<file path="src/rtl/bin2bcd_if.sv">
// Handshake bundle for bin2bcd_seq: request side (in_*) and result side (out_*, bcd, ovf).
// The sign field exists only when BIN2BCD_SIGN_EN is defined.
interface bin2bcd_if #(
  parameter int WIDTH  = 8,
  parameter int DIGITS = 3
);
  logic                  in_valid;
  logic                  in_ready;
  logic [WIDTH-1:0]      in_data;
  logic                  out_valid;
  logic                  out_ready;
  logic [4*DIGITS-1:0]   bcd;
  logic                  ovf;
`ifdef BIN2BCD_SIGN_EN
  logic                  sign;
`endif

  modport master (
    output in_valid, in_data, out_ready,
    input  in_ready, out_valid, bcd, ovf
`ifdef BIN2BCD_SIGN_EN
    , input sign
`endif
  );

  modport slave (
    input  in_valid, in_data, out_ready,
    output in_ready, out_valid, bcd, ovf
`ifdef BIN2BCD_SIGN_EN
    , output sign
`endif
  );
endinterface

</file>
<file path="src/rtl/bin2bcd_seq.sv">
// Sequential double-dabble binary-to-BCD converter, one bit per clock, valid/ready on both sides.
// Optional macro BIN2BCD_SIGN_EN: treat in_data as two's complement and report a sign bit.
module bin2bcd_seq #(
  parameter int WIDTH  = 8,
  parameter int DIGITS = 3
) (
  input  logic       clk,
  input  logic       rst_n,
  bin2bcd_if.slave   bus
);
  localparam int BW = 4 * DIGITS;
  localparam int CW = (WIDTH > 1) ? $clog2(WIDTH) : 1;
  localparam logic [CW-1:0] LAST = CW'(WIDTH - 1);
  localparam logic [CW-1:0] CNT_ONE = CW'(1);

  typedef enum logic [1:0] {IDLE, SHIFT, DONE} state_t;

  state_t           state;
  logic [CW-1:0]    cnt;
  logic [WIDTH-1:0] sh;
  logic [BW-1:0]    acc;
  logic             ovf_acc;
  logic [BW-1:0]    bcd_q;
  logic             ovf_q;
  logic             in_ready_q;
  logic             out_valid_q;

  logic [WIDTH-1:0] mag;
  logic [BW-1:0]    adj;
  logic [BW-1:0]    acc_next;
  logic [WIDTH-1:0] sh_next;
  logic             ovf_next;

`ifdef BIN2BCD_SIGN_EN
  localparam logic [WIDTH-1:0] ONE = WIDTH'(1);
  logic sign_acc;
  logic sign_q;

  // Negating -2^(WIDTH-1) wraps to itself, which is the correct unsigned magnitude.
  assign mag = bus.in_data[WIDTH-1] ? (~bus.in_data + ONE) : bus.in_data;
  assign bus.sign = sign_q;
`else
  assign mag = bus.in_data;
`endif

  // NOTE: every always_comb output gets a default first, so no path can infer a latch.
  always_comb begin
    adj = acc;
    for (int k = 0; k < DIGITS; k++) begin
      if (cnt != '0 && acc[4*k +: 4] >= 4'd5) begin
        adj[4*k +: 4] = acc[4*k +: 4] + 4'd3;
      end
    end
    {acc_next, sh_next} = {adj[BW-2:0], sh, 1'b0};
    ovf_next = ovf_acc | adj[BW-1];
  end

  // NOTE: sequential state uses non-blocking assignments so every register samples pre-edge values.
  always_ff @(posedge clk or negedge rst_n) begin
    if (!rst_n) begin
      state       <= IDLE;
      cnt         <= '0;
      sh          <= '0;
      acc         <= '0;
      ovf_acc     <= 1'b0;
      bcd_q       <= '0;
      ovf_q       <= 1'b0;
      in_ready_q  <= 1'b1;
      out_valid_q <= 1'b0;
`ifdef BIN2BCD_SIGN_EN
      sign_acc    <= 1'b0;
      sign_q      <= 1'b0;
`endif
    end else begin
      case (state)
        IDLE: begin
          if (bus.in_valid) begin
            sh         <= mag;
            acc        <= '0;
            ovf_acc    <= 1'b0;
            cnt        <= '0;
            in_ready_q <= 1'b0;
            state      <= SHIFT;
`ifdef BIN2BCD_SIGN_EN
            sign_acc   <= bus.in_data[WIDTH-1];
`endif
          end
        end
        SHIFT: begin
          sh      <= sh_next;
          acc     <= acc_next;
          ovf_acc <= ovf_next;
          cnt     <= cnt + CNT_ONE;
          // Result registers change only here, so the consumer sees the old value while shifting.
          if (cnt == LAST) begin
            bcd_q       <= acc_next;
            ovf_q       <= ovf_next;
            out_valid_q <= 1'b1;
            state       <= DONE;
`ifdef BIN2BCD_SIGN_EN
            sign_q      <= sign_acc;
`endif
          end
        end
        DONE: begin
          if (bus.out_ready) begin
            out_valid_q <= 1'b0;
            in_ready_q  <= 1'b1;
            state       <= IDLE;
          end
        end
        default: begin
          out_valid_q <= 1'b0;
          in_ready_q  <= 1'b1;
          state       <= IDLE;
        end
      endcase
    end
  end

  assign bus.in_ready  = in_ready_q;
  assign bus.out_valid = out_valid_q;
  assign bus.bcd       = bcd_q;
  assign bus.ovf       = ovf_q;
endmodule

</file>
<file path="src/flat_wrapper.sv">
// flat-port wrapper written by rule: the top's interface ports become plain ports
module bin2bcd_seq_flat 
#(
  parameter int WIDTH  = 8,
  parameter int DIGITS = 3
)
  (clk, rst_n, bus_in_valid, bus_in_data, bus_out_ready, bus_in_ready, bus_out_valid, bus_bcd, bus_ovf);
  bin2bcd_if #(.WIDTH(WIDTH), .DIGITS(DIGITS)) bus_i ();
  input  logic clk;
  input  logic rst_n;
  input wire logic [$bits(bus_i.in_valid)-1:0] bus_in_valid;
  input wire logic [$bits(bus_i.in_data)-1:0] bus_in_data;
  input wire logic [$bits(bus_i.out_ready)-1:0] bus_out_ready;
  output wire logic [$bits(bus_i.in_ready)-1:0] bus_in_ready;
  output wire logic [$bits(bus_i.out_valid)-1:0] bus_out_valid;
  output wire logic [$bits(bus_i.bcd)-1:0] bus_bcd;
  output wire logic [$bits(bus_i.ovf)-1:0] bus_ovf;
  assign bus_i.in_valid = bus_in_valid;
  assign bus_i.in_data = bus_in_data;
  assign bus_i.out_ready = bus_out_ready;
  assign bus_in_ready = bus_i.in_ready;
  assign bus_out_valid = bus_i.out_valid;
  assign bus_bcd = bus_i.bcd;
  assign bus_ovf = bus_i.ovf;
  bin2bcd_seq #(.WIDTH(WIDTH), .DIGITS(DIGITS)) u_core (.clk(clk), .rst_n(rst_n), .bus(bus_i));
endmodule
</file>
<file path="config.mk">
export PLATFORM = sky130hd
export DESIGN_NAME = bin2bcd_seq_flat
export DESIGN_NICKNAME = d
export VERILOG_FILES = /design/src/rtl/bin2bcd_if.sv /design/src/rtl/bin2bcd_seq.sv /design/src/flat_wrapper.sv
export SDC_FILE = /design/constraint.sdc
export NUM_CORES = 1
export LEC_CHECK = 0
export ABC_AREA = 1
export CAP_MARGIN = 20
export CORE_ASPECT_RATIO = 1.75
export CORE_MARGIN = 5
export CORE_UTILIZATION = 55
export DETAILED_ROUTE_END_ITERATION = 6
export GPL_TIMING_DRIVEN = 0
export PLACE_DENSITY = 0.79
export SETUP_SLACK_MARGIN = 0.05
export SKIP_LAST_GASP = 1
export SLEW_MARGIN = 20
export SYNTH_ARGS = -nofsm -noshare
export SYNTH_HDL_FRONTEND = slang
export SYNTH_SLANG_ARGS = --single-unit
</file>
<file path="constraint.sdc">
create_clock -name clk -period 1.5 [get_ports clk]
set_clock_uncertainty 0.05 [all_clocks]
set_input_delay 0.375 -clock clk [delete_from_list [all_inputs] [get_ports clk]]
set_output_delay 0.375 -clock clk [all_outputs]
set_load 0.005 [all_outputs]
</file>
==> results.sh, run 1 <==
export IMPL_status="finished, final reports clean"
export IMPL_rr_endpoint="u_core.bus.bcd[4]$_DFFE_PN0P_"
export IMPL_r2r_start="u_core.acc[1]$_DFFE_PN0P_"
export IMPL_drc=0
export IMPL_core_um2=3830
export IMPL_total_power_mw=6.33
export IMPL_yosysMostFrequentCell="nand2_1"
export IMPL_antenna_found_initial=0
export IMPL_critPathSlowestCell="dfrtp_1"
export IMPL_max_stage_delay_ns=0.41
export IMPL_hold_slack_ns=0.433
export IMPL_synth_top_area_share=0.471
export IMPL_stdcell_count=363
export IMPL_p_leak_nw=1.51
export IMPL_hold_start="u_core.bus.bcd[11]$_DFFE_PN0P_"
export IMPL_grt_pass1_vias=1784
export IMPL_ir_drop_mv=1.47
export IMPL_synth_nets=276
export IMPL_nNetsFinal=335
export IMPL_gr_total_overflow=0
export IMPL_setup_ws_ns=0.0238
export IMPL_path_class="flip-flop to flip-flop"
export IMPL_min_period_ns=1.48
export IMPL_ys_top_cells_by_area="dfrtp_1, nand2_1, ha_1, inv_1, o21ai_0"
export IMPL_grt_pass1_wl_um=7760
export IMPL_cp_max_fo=6
export IMPL_internal_power_mw=3.56
export IMPL_p_switching_mw=2.78
export IMPL_grt_max_degree=30
export IMPL_wirelength_um=5040
export IMPL_reg2reg_slack_ns=0.02
export IMPL_first_iter_violations=56
export IMPL_rsz0062_at_grt="yes"
export IMPL_netlist_top_cell_by_area="dfrtp_1"
export IMPL_worst_pin_slew_ns=0.308
export IMPL_postRouteAntennaNets=0
export IMPL_first_pass_iters=4
export IMPL_synthArstFlopShare=1.00
export IMPL_seq_area_frac_synth=0.483
export IMPL_cts_buffers=5
export IMPL_row_count=30
export IMPL_whs_path_depth=2
export IMPL_clk_latency_ns=0.29
export IMPL_finalMaxSlewViolations=0
export IMPL_power_density_nw_per_um2=2170
export IMPL_avgSynthCellArea_um2=8.34
export IMPL_gp_congestion=0.809
export IMPL_maxCapViolCount=0
export IMPL_holdPathEnd="u_core.bus.bcd[11]$_DFFE_PN0P_"
export IMPL_yosys_top_cells_count="nand2_1, dfrtp_1, inv_1"
export IMPL_hold_path_class="flip-flop to flip-flop"
export IMPL_io_pins=27
export IMPL_dp_hpwl_um=3140
export IMPL_cp_arrival_ns=1.62
export IMPL_gr_usage_all_layers=0.187
export IMPL_placedCellCount=330
export IMPL_cts_tree="built"
export IMPL_areaGrowthSynthToFinish_pct=37.1
export IMPL_die_w_um=57.0
export IMPL_die_area_um2=5260
export IMPL_max_clock_freq_mhz=677
export IMPL_critPathMostFrequentCell="nand2_1"
export IMPL_seq_power_share=0.315
export IMPL_setup_viol=0
export IMPL_port_buffers=26
export IMPL_netlist_instances=255
export IMPL_post_route_period_util=0.984
export IMPL_switching_share=0.438
export IMPL_p_comb_frac=0.574
export IMPL_worstPathRequired_ns=1.64
export IMPL_final_layout_size_suffix_gt1_frac=0.330
export IMPL_clock_path_buffers=2
export IMPL_clock_power_share=0.111
export IMPL_preCtsSetupSlack_ns=-0.0982
export IMPL_hold_viol_final=0
export IMPL_clkTransAtPathRegs_ns=0.08
export IMPL_ys_warnings_count=0
export IMPL_htreeDepth=2
export IMPL_synth_cell_types=25
export IMPL_ys_ff_latch=41
export IMPL_synth_top_flop_cell="dfrtp_1"
export IMPL_viasPerCell=5.17
export IMPL_root_buffer="clkbuf_8"
export IMPL_num_antenna_cells=0
export IMPL_vias=1877
export IMPL_syn_area_um2=2130
export IMPL_clock_sinks=41
export IMPL_drt_wirelength_per_cell_um=13.9
export IMPL_end_kind="flip-flop"
export IMPL_cp_cell_sequence="inv_2 > ha_4 > inv_2 > o21ai_1 > nand2_1 > nand2_4 > inv_4 > nand2_2 > nand2_2 > nand2_1 > nand2_1"
export IMPL_start_util=0.556
export IMPL_worstRegToRegCells=11
export IMPL_synth_edf_count=0
export IMPL_cp_start_kind="flip-flop"
export IMPL_maxSlewHeadroom=0.792
export IMPL_fp_dieH_um=92.3
-- power groups by stage --
stage | logic [mW] | registers [mW] | clock network (mW)
after global routing | 4.05 | 2.07 | 0.766
after detailed placement | 2.71 | 2.02 | 0
after floorplan | 1.89 | 1.96 | 0
after CTS | 3.01 | 1.96 | 0.723
after global placement | 2.62 | 2.00 | 0
final | 3.63 | 1.99 | 0.706
-- critical path: cells and delay by family (launching register included) --
family / cells / cell delay, ns
AO/OA/AOI/OAI: 1 / 0.13
flip-flops: 1 / 0.41
buffers and inverters: 3 / 0.18
adder cells (fa/ha/maj): 1 / 0.14
AND/OR/NAND/NOR: 6 / 0.46
-- cell families (layout without fill, tap and decap cells) --
logic type	after synthesis	after routing	share of synthesized area
and+or+nand+nor	131	131	0.262
DFF	41	41	0.483
buffers and inverters	33	93	0.0800
xor gates and xnor gates	4	4	0.0165
adders and majority gates	9	9	0.0529
AOI/OAI and AO/OA	37	37	0.105
-- how the worst max path moves through the flow --
stage | from | end | slack (ns)
after floorplan | u_core.acc[0]$_DFFE_PN0P_ | u_core.acc[4]$_DFFE_PN0P_ | 0.11
after global placement | rst_n | u_core.bus.bcd[11]$_DFFE_PN0P_ | -1.05
after detailed placement | u_core.acc[4]$_DFFE_PN0P_ | u_core.acc[8]$_DFFE_PN0P_ | -0.1
after CTS | u_core.bus.in_ready$_DFFE_PN1P_ | bus_in_ready | 0.005
after global routing | u_core.acc[1]$_DFFE_PN0P_ | u_core.acc[4]$_DFFE_PN0P_ | -0.12
final | u_core.acc[1]$_DFFE_PN0P_ | u_core.bus.bcd[4]$_DFFE_PN0P_ | 0.02
-- timing repair --
| action | CTS | global route |
|---|---|---|
| hold buffers | 1 | 0 |
| setup buffers | 17 | 6 |
| gates resized for setup | 31 | 44 |
| setup endpoints to repair | 40 | 26 |
| endpoints found under the hold margin | 12 | 0 |
| pin swaps | 1 | 21 |
| cloned | 0 | 1 |
-- cells in the final DEF, fill, tap and decap left out, types with 5 or more instances in the layout --
cell type / count
buf_4: 23
dfrtp_1: 39
nand2_2: 23
o21ai_1: 9
o21ai_2: 7
dlygate4sd2_1: 14
inv_1: 12
inv_2: 10
nand3_1: 8
nand2_4: 6
o21ai_0: 11
clkbuf_8: 5
clkdlybuf4s50_1: 10
nand2_1: 83
nor2_1: 8
-- area by class of cell --
class                      count  area [µm²]
clock buffer                   8        80.1
sequential                    41        1030
fill                         294         913
multi-input combinational    181        1080
timing repair buffer          52         473
inverter                      27         116
buffer                         6        72.6
tap                           48        60.1
-- per-stage QoR --
stage                     setup TNS (ns)   util  instance area, µm²
after floorplan                        0      -                2130
after global placement            -43.16  0.639                2450
final                                  0  0.761                2920
after CTS                              0  0.705                2700
after global routing              -0.768  0.761                2920
after detailed placement           -1.14  0.643                2460
-- state kept, by name, indices dropped and copies added (netlist names) --
name                  cells
u_core.acc               12
u_core.bus.bcd           12
u_core.bus.in_ready       1
u_core.bus.out_valid      1
u_core.bus.ovf            1
u_core.cnt                3
u_core.ovf_acc            1
u_core.sh                 8
u_core.state              2
-- layer usage --
| layer | vias up | routed length (µm) | GRT usage |
|---|---|---|---|
| met2 | 27 | 2870 | 0.336 |
| met4 | 0 | 95 | 0.0851 |
| met5 | - | 0 | 0 |
| li1 | 919 | - | - |
| met1 | 922 | 1950 | 0.209 |
| met3 | 9 | 119 | 0.0310 |
(Power assumes the default switching activity.)
==> run 2, diff against run 1 <==
CORE_UTILIZATION = 59   (was 55)
PLACE_DENSITY = 0.84   (was 0.79)
clock period = 1.7 ns   (was 1.5 ns; I/O delays follow)
==> run 2 against run 1 <==
Effect of this change:
- global-route usage rose by 1.4 points
- via count fell by 1.5%
- cell count fell by 3.6%
- first-iteration DRC count rose by 5.4%
- sequential share of layout area rose by 2.3 points
- register-to-register slack improved by 0.12 ns
- critical path type is now flip-flop to primary output
==> results.sh, run 2 (synthesized netlist as in run 1, its figures left out) <==
export IMPL_maxSlewHeadroom=0.784
export IMPL_htreeDepth=2
export IMPL_clock_path_buffers=2
export IMPL_die_area_um2=4950
export IMPL_setup_viol=0
export IMPL_top_layer="met4"
export IMPL_status="finished, final reports clean"
export IMPL_postRouteAntennaNets=0
export IMPL_gr_usage_all_layers=0.201
export IMPL_max_clock_freq_mhz=617
export IMPL_gp_congestion=0.818
export IMPL_first_iter_violations=59
export IMPL_m1WireLength_um=1860
export IMPL_wl_met2_um=2670
export IMPL_placedCellCount=328
export IMPL_crit_buf_inv=1
export IMPL_final_setup_tns_ns=0
export IMPL_maxCapViolCount=0
export IMPL_nNetsFinal=324
export IMPL_grt_pass1_vias=1797
export IMPL_total_power_mw=5.28
export IMPL_vias=1849
export IMPL_mostFrequentLayoutCell="nand2_1"
export IMPL_grt_pass1_wl_um=7770
export IMPL_p_leak_nw=1.54
export IMPL_clkTransAtPathRegs_ns=0.08
export IMPL_final_cell_mix="nand2_1, dfrtp_1, inv_1"
export IMPL_start_util=0.598
export IMPL_first_pass_iters=4
export IMPL_port_buffers=26
export IMPL_die_w_um=55.4
export IMPL_finalInstanceArea_um2=2740
export IMPL_wirelength_um=4830
export IMPL_min_period_ns=1.62
export IMPL_cp_arrival_ns=1.15
export IMPL_path_class="flip-flop to primary output"
export IMPL_cp_max_fo=2
export IMPL_reg2reg_slack_ns=0.14
export IMPL_antenna_found_initial=0
export IMPL_power_density_nw_per_um2=1930
export IMPL_met3_length_um=158
export IMPL_grt_max_degree=34
export IMPL_finalMaxSlewViolations=0
export IMPL_post_route_period_util=0.953
export IMPL_postPlaceCellArea_um2=2460
export IMPL_cp_start_kind="flip-flop"
export IMPL_cts_tree="built"
export IMPL_core_um2=3560
export IMPL_stdcell_count=350
export IMPL_io_pins=27
export IMPL_critPathSlowestCell="clkdlybuf4s50_1"
export IMPL_num_antenna_cells=0
export IMPL_final_layout_size_suffix_gt1_frac=0.207
export IMPL_max_stage_delay_ns=0.50
export IMPL_clock_sinks=41
export IMPL_cts_buffers=5
export IMPL_drc=0
export IMPL_viasPerCell=5.28
export IMPL_end_kind="primary output"
export IMPL_fillers=281
export IMPL_gr_total_overflow=0
export IMPL_root_buffer="clkbuf_8"
export IMPL_path_delay_family="buffers and inverters"
export IMPL_clk_latency_ns=0.29
export IMPL_hold_viol_final=0
export IMPL_postLayoutCoreUtil=0.770
export IMPL_hold_path_class="flip-flop to flip-flop"
export IMPL_ir_drop_mv=1.30
export IMPL_rsz0062_at_grt="no"
export IMPL_dp_hpwl_um=3210
export IMPL_areaGrowthSynthToFinish_pct=28.6
export IMPL_cp_cell_sequence="clkdlybuf4s50_1"
export IMPL_worst_pin_slew_ns=0.321
export IMPL_fp_dieH_um=89.4
export IMPL_drt_wirelength_per_cell_um=13.8
export IMPL_worstPathRequired_ns=1.22
export IMPL_row_count=29
[run 2: cell types whose count changed in the layout (fill, tap and decap cells not counted), sizes merged]
cell,previous run,this run
dlygate4sd2,14,3
buf,31,21
dlymetal6s2s,0,10
clkbuf,10,7
clkdlybuf4s50,10,12
bufinv,0,1
[run 2: worst paths after layout]
kind / cells past startpoint / start / end
max in group asynchronous: 3 / rst_n / u_core.bus.in_ready$_DFFE_PN1P_
min reg2reg: 2 / u_core.bus.in_ready$_DFFE_PN1P_ / u_core.bus.in_ready$_DFFE_PN1P_
max reg2reg: 11 / u_core.acc[0]$_DFFE_PN0P_ / u_core.bus.bcd[4]$_DFFE_PN0P_
min: 2 / u_core.bus.in_ready$_DFFE_PN1P_ / u_core.bus.in_ready$_DFFE_PN1P_
max: 1 / u_core.bus.bcd[3]$_DFFE_PN0P_ / bus_bcd[3]
min in group asynchronous: 2 / rst_n / u_core.sh[4]$_DFFE_PN0P_
[run 2: area by class of cell]
cell class	count	area [µm²]	share of cell area
inverter	27	106	0.0389
multi-input combinational	181	960	0.351
clock inverter	1	30.0	0.0110
clock buffer	7	86.3	0.0316
buffer	6	63.8	0.0233
timing repair buffer	41	404	0.148
tap	46	57.6	0.0210
sequential	41	1030	0.376
[run 2: timing repair]
item / 4_1_cts / 5_1_grt
buffers inserted: 2 / 11
setup endpoints to repair: 5 / 32
hold buffers: 1 / 0
gates resized for setup: 3 / 22
hold endpoints to repair: 8 / 0
[run 2: power by group]
part           switching, mW  leakage, nW  internal [mW]
combinational           1.54        0.973           1.18
sequential             0.325        0.510           1.43
clock                  0.326       0.0585          0.479
[run 2: routing by layer]
layer / track usage / vias to the layer above
met1: 0.209 / 896
met5: 0 / -
li1: - / 895
met2: 0.384 / 43
met3: 0.0419 / 15
met4: 0.0951 / 0
[run 2: metrics by stage]
stage / hold WS, ns / worst slack (ns)
detailed placement: 0.249 / 0.0520
floorplan: 0.0794 / 0.310
CTS: 0.424 / 0.0501
global route: 0.440 / 0.00858
finish: 0.419 / 0.0793
global placement: 0.405 / -0.846
==> run 3, diff against run 2 <==
ABC_CLOCK_PERIOD_IN_PS = 1700   (was default)
CORE_MARGIN = default   (was 5)
==> run 3 against run 2 <==
Effect of this change:
- total power decreased by 3.0%
- hold slack improved by 0.0099 ns
- utilization increased by 2.4 points
- count of clock-buffer cells in the layout unchanged
- critical path depth unchanged
- fmax decreased by 0.82%
- global-route usage increased by 6.7 points
==> results.sh, run 3 (synthesized netlist as in run 1, its figures left out) <==
export IMPL_cp_max_fo=2
export IMPL_p_leak_nw=1.55
export IMPL_clock_sinks=41
export IMPL_final_cell_mix="nand2_1, dfrtp_1, inv_1"
export IMPL_ir_drop_mv=1.30
export IMPL_max_clock_freq_mhz=612
export IMPL_wl_met2_um=2490
export IMPL_dp_hpwl_um=3060
export IMPL_postRouteAntennaNets=0
export IMPL_crit_buf_inv=1
export IMPL_grt_pass1_wl_um=7280
export IMPL_holdPathEnd="u_core.bus.in_ready$_DFFE_PN1P_"
export IMPL_die_area_um2=3860
export IMPL_cp_start_kind="flip-flop"
export IMPL_max_stage_delay_ns=0.50
export IMPL_gp_congestion=0.814
export IMPL_top_layer="met4"
export IMPL_start_util=0.626
export IMPL_first_iter_violations=29
export IMPL_finalMaxSlewViolations=0
export IMPL_cp_cell_sequence="clkdlybuf4s50_1"
export IMPL_worst_pin_slew_ns=0.332
export IMPL_clk_latency_ns=0.30
export IMPL_grt_max_degree=30
export IMPL_grt_pass1_vias=1732
export IMPL_r2r_start="u_core.cnt[0]$_DFFE_PN0P_"
export IMPL_cts_tree="built"
export IMPL_rsz0062_at_grt="yes"
export IMPL_placedCellCount=327
export IMPL_nNetsFinal=321
export IMPL_row_count=28
export IMPL_mostFrequentLayoutCell="nand2_1"
export IMPL_setup_viol=0
export IMPL_areaGrowthSynthToFinish_pct=26.8
export IMPL_hold_start="u_core.bus.in_ready$_DFFE_PN1P_"
export IMPL_worstRegToRegCells=7
export IMPL_port_buffers=26
export IMPL_whs_path_depth=2
export IMPL_min_period_ns=1.63
export IMPL_path_class="flip-flop to primary output"
export IMPL_final_layout_size_suffix_gt1_frac=0.179
export IMPL_maxSlewHeadroom=0.776
export IMPL_cts_buffers=5
export IMPL_clkTransAtPathRegs_ns=0.08
export IMPL_preCtsSetupSlack_ns=0.0775
export IMPL_rr_endpoint="u_core.state[1]$_DFFE_PN0P_"
export IMPL_wirelength_um=4420
export IMPL_die_w_um=47.4
export IMPL_power_density_nw_per_um2=1900
export IMPL_worstPathRequired_ns=1.22
export IMPL_stdcell_count=346
export IMPL_critPathSlowestCell="clkdlybuf4s50_1"
export IMPL_root_buffer="clkbuf_8"
export IMPL_m1WireLength_um=1730
export IMPL_end_kind="primary output"
export IMPL_htreeDepth=2
export IMPL_post_route_period_util=0.961
export IMPL_antenna_found_initial=0
export IMPL_path_delay_family="buffers and inverters"
export IMPL_vias=1770
export IMPL_core_um2=3400
export IMPL_status="finished, final reports clean"
export IMPL_io_pins=27
export IMPL_drc=0
export IMPL_gr_total_overflow=0
export IMPL_hold_viol_final=0
export IMPL_setup_ws_ns=0.0659
export IMPL_reg2reg_slack_ns=0.15
export IMPL_cp_arrival_ns=1.16
export IMPL_gr_usage_all_layers=0.268
export IMPL_maxCapViolCount=0
export IMPL_clock_path_buffers=2
export IMPL_viasPerCell=5.12
export IMPL_fillers=241
export IMPL_drt_wirelength_per_cell_um=12.8
export IMPL_first_pass_iters=4
export IMPL_met3_length_um=110
export IMPL_hold_path_class="flip-flop to flip-flop"
export IMPL_num_antenna_cells=0
export IMPL_fp_dieH_um=81.4
export IMPL_hold_slack_ns=0.429
[run 3: how the worst max path moves through the flow]
stage,start,to,slack [ns],depth (start not counted)
finish,u_core.bus.ovf$_DFFE_PN0P_,bus_ovf,0.07,1
global route,u_core.acc[0]$_DFFE_PN0P_,u_core.acc[4]$_DFFE_PN0P_,0.04,11
CTS,u_core.bus.bcd[6]$_DFFE_PN0P_,bus_bcd[6],0.05,1
detailed placement,bus_in_valid,u_core.acc[4]$_DFFE_PN0P_,0.08,7
global placement,rst_n,u_core.sh[1]$_DFFE_PN0P_,-0.86,1
floorplan,u_core.acc[0]$_DFFE_PN0P_,u_core.acc[4]$_DFFE_PN0P_,0.31,11
[run 3: through the flow]
step                power [mW]  TNS [ns]  utilization  cell area [µm²]
finish                    5.12         0        0.794             2700
global route              5.58         0        0.794             2700
CTS                       5.08         0        0.773             2630
detailed placement        4.16         0        0.723             2460
global placement          4.06    -34.66        0.719             2440
floorplan                 3.40         0            -             2130
[run 3: layout make-up]
| type | instances | area, µm² | area share |
|---|---|---|---|
| buffer | 6 | 63.8 | 0.0237 |
| timing repair buffer | 38 | 388 | 0.144 |
| clock inverter | 1 | 30.0 | 0.0111 |
| inverter | 27 | 106 | 0.0394 |
| clock buffer | 7 | 86.3 | 0.0320 |
| multi-input combinational | 181 | 937 | 0.347 |
| sequential | 41 | 1030 | 0.382 |
| tap | 45 | 56.3 | 0.0209 |
[run 3: what timing repair did]
action	CTS	global route
hold buffers	1	0
endpoints found under the hold margin	12	0
endpoints found under the setup margin	8	37
setup buffers	6	4
gates resized for setup	2	18
[run 3: metal layers]
metal / up-vias / GRT usage
li1: 888 / -
met1: 850 / 0.271
met2: 25 / 0.496
met3: 7 / 0.0484
met4: 0 / 0.120
met5: - / 0
[run 3: power by group]
group / internal, mW / switching, mW
Sequential: 1.43 / 0.334
Combinational: 1.12 / 1.41
Clock: 0.479 / 0.350
